File: src/rtl/truth_sweep.sv
// truth_sweep: exhaustive truth-table sweep of an N_IN-input DUT with mismatch count and first failing vector.
// Define TRUTH_SWEEP_STOP_ON_ERR_EN to abort the sweep at the first mismatch.
module truth_sweep #(
  parameter int N_IN = 4,
  parameter int HOLD = 1
) (
  input  logic                 clk,
  input  logic                 rst_n,
  input  logic                 start,
  input  logic [2**N_IN-1:0]   expected,
  input  logic                 dut_out,
  output logic [N_IN-1:0]      vec,
  output logic                 busy,
  output logic                 done,
  output logic                 pass,
  output logic [N_IN:0]        err_count,
  output logic                 first_err_valid,
  output logic [N_IN-1:0]      first_err_vec
);
  localparam int V = 2**N_IN;
  localparam logic [7:0] HOLD_LAST = 8'(HOLD - 1);
  localparam logic [N_IN:0] ERR_ONE = (N_IN+1)'(1);
  localparam logic [N_IN-1:0] VEC_ONE = N_IN'(1);
  typedef enum logic [1:0] {IDLE, RUN, DONE} state_t;
  state_t state_q, state_d;
  logic [N_IN-1:0] vec_q, vec_d, fvec_q, fvec_d;
  logic [7:0] hold_q, hold_d;
  logic [V-1:0] tab_q, tab_d;
  logic [N_IN:0] err_q, err_d;
  logic pass_q, pass_d, fval_q, fval_d;
  logic sample, miss, last;
  assign sample = (state_q == RUN) && (hold_q == HOLD_LAST);
  assign miss = dut_out != tab_q[vec_q];
  assign last = vec_q == {N_IN{1'b1}};
  always_comb begin
    state_d = state_q;
    vec_d = vec_q;
    hold_d = hold_q;
    tab_d = tab_q;
    err_d = err_q;
    pass_d = pass_q;
    fval_d = fval_q;
    fvec_d = fvec_q;
    if (state_q != RUN && start) begin
      state_d = RUN;
      tab_d = expected;
      err_d = '0;
      fval_d = 1'b0;
      fvec_d = '0;
      vec_d = '0;
      hold_d = '0;
      pass_d = 1'b0;
    end else if (state_q == RUN) begin
      hold_d = sample ? 8'd0 : hold_q + 8'd1;
      if (sample) begin
        if (miss) begin
          err_d = err_q + ERR_ONE;
          fval_d = 1'b1;
          fvec_d = fval_q ? fvec_q : vec_q;
        end
`ifdef TRUTH_SWEEP_STOP_ON_ERR_EN
        if (miss) begin
          state_d = DONE;
          pass_d = 1'b0;
          err_d = ERR_ONE;
          fvec_d = vec_q;
        end else
`endif
        if (last) begin
          state_d = DONE;
          pass_d = err_d == '0;
        end else begin
          vec_d = vec_q + VEC_ONE;
        end
      end
    end
  end
  always_ff @(posedge clk or negedge rst_n) begin
    if (!rst_n) begin
      state_q <= IDLE;
      vec_q <= '0;
      hold_q <= '0;
      tab_q <= '0;
      err_q <= '0;
      pass_q <= 1'b0;
      fval_q <= 1'b0;
      fvec_q <= '0;
    end else begin
      state_q <= state_d;
      vec_q <= vec_d;
      hold_q <= hold_d;
      tab_q <= tab_d;
      err_q <= err_d;
      pass_q <= pass_d;
      fval_q <= fval_d;
      fvec_q <= fvec_d;
    end
  end
  assign vec = vec_q;
  assign busy = state_q == RUN;
  assign done = state_q == DONE;
  assign pass = pass_q;
  assign err_count = err_q;
  assign first_err_valid = fval_q;
  assign first_err_vec = fvec_q;
endmodule

File: config.mk
export PLATFORM = sky130hd
export DESIGN_NAME = truth_sweep
export DESIGN_NICKNAME = d
export VERILOG_FILES = /design/src/rtl/truth_sweep.sv
export SDC_FILE = /design/constraint.sdc
export NUM_CORES = 1
export LEC_CHECK = 0
export ABC_AREA = 1
export BUFFER_PORTS_ARGS = -buffer_cell sky130_fd_sc_hd__buf_4
export CORE_MARGIN = 5
export CORE_UTILIZATION = 45
export CTS_BUF_LIST = sky130_fd_sc_hd__clkbuf_8 sky130_fd_sc_hd__clkbuf_16
export DETAILED_ROUTE_END_ITERATION = 10
export PLACE_DENSITY = 0.62
export SLEW_MARGIN = 20
export SYNTH_ARGS = -nofsm -noshare
export SYNTH_HDL_FRONTEND = slang
export SYNTH_SLANG_ARGS = --single-unit
File: constraint.sdc
create_clock -name clk -period 4.4 [get_ports clk]
set_input_delay 0.66 -clock clk [delete_from_list [all_inputs] [get_ports clk]]
set_output_delay 0.66 -clock clk [all_outputs]
set_load 0.03 [all_outputs]
== After elaboration in Yosys (flattened, before gate mapping) ==
Cells that the tools add are included.

* Add/sub/neg operators: 3
* Order comparisons: 1
* Equality and inequality tests: 7
* Multiplexer cells: 33
* Reduce and logical (&&, ||, !) cells: 13

{| class="wikitable"
|+ Operator list
! operator !! number
|-
| $mux 4 || 9
|-
| $mux 5 || 7
|-
| $mux 8 || 3
|-
| $mux 1 || 9
|-
| $reduce_and 3->1 || 3
|-
| $add 8x1->8 const B || 1
|-
| $logic_not 8->1 || 1
|-
| $mux 2 || 4
|-
| $reduce_bool 2->1 || 4
|-
| $ne 2x1->1 const B || 3
|-
| $add 5x1->5 const B || 1
|-
| $logic_not 5->1 || 1
|-
| $lt 4x5->1 const B || 1
|-
| $add 4x1->4 const B || 1
|-
| $bmux 1 s4 || 1
|-
| $eq 4x4->1 const B || 1
|-
| $reduce_and 4->1 || 1
|-
| $eq 2x1->1 const B || 1
|-
| $eq 2x2->1 const B || 1
|-
| $logic_and 1x1->1 || 2
|-
| $reduce_and 2->1 || 1
|-
| $ne 1x1->1 || 1
|}

* Flip-flop bits (word level): 41
* Output and inout port bits: 17
* Logic and storage cells: 65

== Logic depth before layout (Yosys ltp) ==
* Word-level depth: 12
* Mapped depth: 18
* Mapped depth without buffers: 16

== Worst setup path after synthesis ==
No wires, ideal clock.

* Kind: reg-to-reg
* Start point: reg vec_q[0] (netlist: vec[0])
* End point: reg fvec_q[1] (netlist: first_err_vec[1])
* Setup time: 0.121 ns
* Data arrival time: 1.669 ns
* Setup slack: 2.609 ns
* Stages on the path, launching flop included: 14
* Clock period less this slack: 1.791 ns
* Path through: dfrtp_1 -> buf_6 -> inv_4 -> buf_8 -> nand2_1 -> nand3_1 -> nand3_2 -> nand3_4 -> nand2_4 -> nand2_4 -> nand3_1 -> nand3_2 -> nand2_1 -> o21ai_1

* Cells in the longest elaborated chain, start to end: 5

{| class="wikitable"
|+ RTL lines
! element !! line !! source
|-
| from (decl) || 26 || <nowiki>logic [N_IN-1:0] vec_q, vec_d, fvec_q, fvec_d;</nowiki>
|-
| from (signal assigned) || 90 || <nowiki>vec_q <= vec_d;</nowiki>
|-
| $bmux 1 s4 || 33 || <nowiki>assign miss = dut_out != tab_q[vec_q];</nowiki>
|-
| $mux 1 (not written as such) || 33 ||
|-
| $ne 1x1->1 || 33 ||
|-
| $reduce_bool 2->1 (no source line) || - ||
|-
| $reduce_and 4->1 (no source line) || - ||
|-
| to (signal assigned) || 96 || <nowiki>fvec_q <= fvec_d;</nowiki>
|-
| to (decl) || 26 ||
|}

Every way passes these cells. The select of a mux whose other input is x is not followed.
A chain may end at the register's enable or synchronous reset.

== Final worst setup path ==
* Start point: reg hold_q[0]
* End point: reg vec_q[3] (netlist: vec[3])

* Cells in the longest elaborated chain, start to end: 4

{| class="wikitable"
|+ RTL lines
! element !! line !! source
|-
| from (decl) || 27 || <nowiki>logic [7:0] hold_q, hold_d;</nowiki>
|-
| from (signal assigned) || 91 || <nowiki>hold_q <= hold_d;</nowiki>
|-
| $logic_not 8->1 || 32 || <nowiki>assign sample = (state_q == RUN) && (hold_q == HOLD_LAST);</nowiki>
|-
| $logic_and 1x1->1 || 32 ||
|-
| $reduce_bool 2->1 (no source line) || - ||
|-
| $reduce_and 3->1 (no source line) || - ||
|}

Every way passes these cells.

==> implementation parameters <==
Parameter                              Value

STA
  Final WS setup ... 2396 ps
  Achievable Freq ... about 0.50 GHz
  Setup repair after global routing missed its margin ... no
  Actual slew at the worst max-slew pin ... around 520 ps
  Worst clock skew ... ~5.7 ps
  Hold violation count in the final report ... 0
  Final Critical Period ... 2004 ps
  Rel. slew slack ... about two thirds
  Final Max Slew Viols ... 0
  Endpoints failing setup ... 0
  Setup TNS after final layout ... 0 ps
  Tcrit/Tclk final ... 45.54%

Routing
  Routed length per instance ... 11.79 um
  Post-Route WL ... 4.526 mm
  Iteration-0 DRC count of the detailed router ... 62
  Final antenna-violating net count ... 0
  Via density ... 4.651
  Vias ... 1786
  Post-detailed-route DRC marker count ... 0
  Number of detailed-route iterations in the first pass ... 4

Setup path
  Worst Path Required ... 4590 ps
  Worst setup SP type ... register
  Cell breakdown of the critical path ... inv_1 -> ha_1 -> nand4_1 -> nor2_2 -> nand2_1 -> nor4_1 -> a21oi_1 -> o21a_1
  Type of the worst setup path ... register to register
  Kind of cell with the highest combined delay on the critical path ... simple AND/OR/NAND/NOR gates
  Cell at the slowest stage of the critical path ... sky130_fd_sc_hd__dfrtp_1
  CP max FO ... 7
  Instance count on the critical path ... 8
  Delay of the slowest cell on the worst path ... roughly 400 ps
  Critical Path Sink Type ... register
  Data arrival, critical path ... between 2000 and 2500 ps
  Count of cells along the worst register-to-register path ... 8
  Sum of buffers and inverters on the critical path ... 1

Clocking
  Count of hold buffers inserted by post-cts repair ... 0
  Worst-Skew Late Latency ... between 200 and 300 ps
  CTS clk-pin slew, worst paths ... ~80 ps
  Number of clock sinks ... a little over 40
  CTS H-tree depth ... 2
  Post-CTS Resized ... 0
  Number of buffers inserted during clock tree synthesis ... 5
  TritonCTS clock tree ... built
  Buffer levels on the longest clock path ... 2
  Clock Root Buffer ... sky130_fd_sc_hd__clkbuf_8
  Number of buffers inserted to repair setup after CTS ... 0

Layout
  Fillcell total ... 458
  Growth of design area from synthesis to finish ... 18.54%
  Share of post-route cells with drive strength above 1 ... a little under a fifth
  Net total in the final layout ... 341
  Diode count ... 0

Yosys
  Number of flip-flops and latches in the synthesized netlist ... 41
  Share of the synthesized area in the top cell type ... a little under half
  Post-Syn Area ... 0.002193 mm^2
  Post-Synthesis Net Count ... 303
  Number of flops mapped to enable cells by yosys ... 0
  Share of cell area taken by muxes after synthesis ... 0%
  Gate Count Post-Synth ... 279
  Predominant post-synthesis flop cell ... sky130_fd_sc_hd__dfrtp_1
  Fraction of synthesized cell area in xor and xnor cells ... 1.997%
  Ranking of synthesized cells by area ... sky130_fd_sc_hd__dfrtp_1 47%, sky130_fd_sc_hd__nand2_1 13%, sky130_fd_sc_hd__inv_1 7.5%, sky130_fd_sc_hd__nand3_1 5.0%, sky130_fd_sc_hd__o21ai_0 5.0%
  Count of different cell masters after synthesis ... 29
  Synth Area in Compound Gates ... 10.15%
  Most instantiated cells after synthesis ... 74 x sky130_fd_sc_hd__nand2_1, 44 x sky130_fd_sc_hd__inv_1, 41 x sky130_fd_sc_hd__dfrtp_1
  Share of synthesized flip-flops with an asynchronous set or reset ... 100.0%
  Largest area contributor in the netlist ... sky130_fd_sc_hd__dfrtp_1
  Fraction of the mapped netlist area in simple logic gates ... ~29%
  Count of yosys warnings during synthesis ... 0
  Fraction of the mapped netlist area in adder cells ... 2.282%
  Sequential-to-total area share from yosys stat ... 46.78%
  Main combinational cell family by area after synthesis ... simple AND/OR/NAND/NOR gates
  Post-synthesis area per instance ... 7.861 um^2
  Most frequent cell after synthesis ... sky130_fd_sc_hd__nand2_1

Global route
  Total track usage ... 16.06%
  GR Overflow Total ... 0
  Number of antenna violations at the first check in global routing ... 0
  First-pass GRT wire length ... about 8 mm
  Vias in the first global route ... 1717
  Pin count of the biggest net entering global routing ... 42

Floorplan
  Core footprint ... 0.004723 mm^2
  Number of I/O pins ... 37
  Area of the die ... 0.006370 mm^2
  Die extent in x ... 79.82 um
  Effective utilization at floorplan ... 46.44%
  Die boundary height ... ~80 um
  Standard-cell row count ... 25

Power
  P per Cell Area ... 643.6 mW/mm^2
  Leak ... ~1.3 nW
  Largest voltage drop on the vdd net ... 0.3013 mV

Status
  Outcome ... finished clean

Placed design
  Post-detail-place hpwl ... 3.285 mm
  GP Congestion ... 0.8587
  Number of I/O port buffers ... 36
  DP Worst Slack ... 2304 ps

Hold path
  Worst min-delay path category ... input port to asynchronous set/reset pin

Flow run
  Max-cap violations ... 0
[final timing paths]
| path | startpoint | endpoint | slack [ps] |
|---|---|---|---|
| worst max-delay path | hold_q[0]$_DFFE_PN0P_ | vec[3]$_DFFE_PN0P_ | 2400 |
| max in group asynchronous | rst_n | tab_q[4]$_DFFE_PN0P_ | 3700 |
| worst min-delay path | rst_n | hold_q[6]$_DFFE_PN0P_ | 340 |
| worst min register to register | tab_q[0]$_DFFE_PN0P_ | tab_q[0]$_DFFE_PN0P_ | 480 |
| min in group clk | tab_q[0]$_DFFE_PN0P_ | tab_q[0]$_DFFE_PN0P_ | 480 |
| worst max register to register | hold_q[0]$_DFFE_PN0P_ | vec[3]$_DFFE_PN0P_ | 2400 |
[power breakdown]
part	switching, W	internal (W)	total [W]
clock network	0.000126	0.000122	0.000249
logic	0.000555	0.000282	0.000837
registers	0.0000790	0.000508	0.000587
total	0.000761	0.000913	0.00167
[cells in the final DEF, fill, tap and decap left out, drive strengths merged]
master	n
o22ai	4
inv	48
nand3	27
dfrtp	41
a21oi	8
xnor2	2
buf	37
nor2	18
a211oi	1
nand2	81
nor3	4
nor3b	1
nand4	1
a21o	1
xor2	3
o21a	1
o21ai	27
nor4	2
ha	4
clkbuf	6
[sequential cells by signal, indices dropped and copies added, names as in the netlist]
register,flops
first_err_vec,4
hold_q,8
state_q,2
err_count,5
tab_q,16
first_err_valid,1
pass,1
vec,4
[final cells by class]
class                           instances  area (um^2)  share of cell area, %
Sequential cell                        41         1026                  39.46
Multi-Input combinational cell        185        947.2                  36.43
Timing Repair Buffer                   37        277.8                  10.68
Inverter                               47        178.9                  6.882
Tap cell                               67        83.83                  3.224
Clock buffer                            6        82.58                  3.176
Clock inverter                          1        3.754                 0.1444
[per-stage QoR]
step                      total power (W)  hold slack, ps  std cells  instance area [um^2]  util [%]
after floorplan                  0.001223           364.4        279                  2193         -
after global placement           0.001431           460.9        377                  2514     53.22
after detailed placement         0.001439           462.9        377                  2514     53.22
after CTS                        0.001696           357.9        384                  2600     55.05
after global routing             0.001833           386.1        384                  2600     55.05
final                            0.001673           344.2        384                  2600     55.05
[kinds of logic (layout without fill, tap and decap cells)]
| logic type | count (synthesis) | count (layout) |
|---|---|---|
| buffers and inverters | 53 | 91 |
| flip-flops | 41 | 41 |
| adder cells (fa/ha/maj) | 4 | 4 |
| AO/OA/AOI/OAI | 42 | 42 |
| AND/OR/NAND/NOR | 134 | 134 |
| XOR/XNOR | 5 | 5 |
[layer usage]
metal,track usage (%),up-vias,wire [um]
met1,22.78,799,2266
li1,-,954,-
met5,0,-,0
met3,3.950,4,185
met4,5.068,0,45
met2,24.04,29,2029
(Power assumes the default switching activity.)
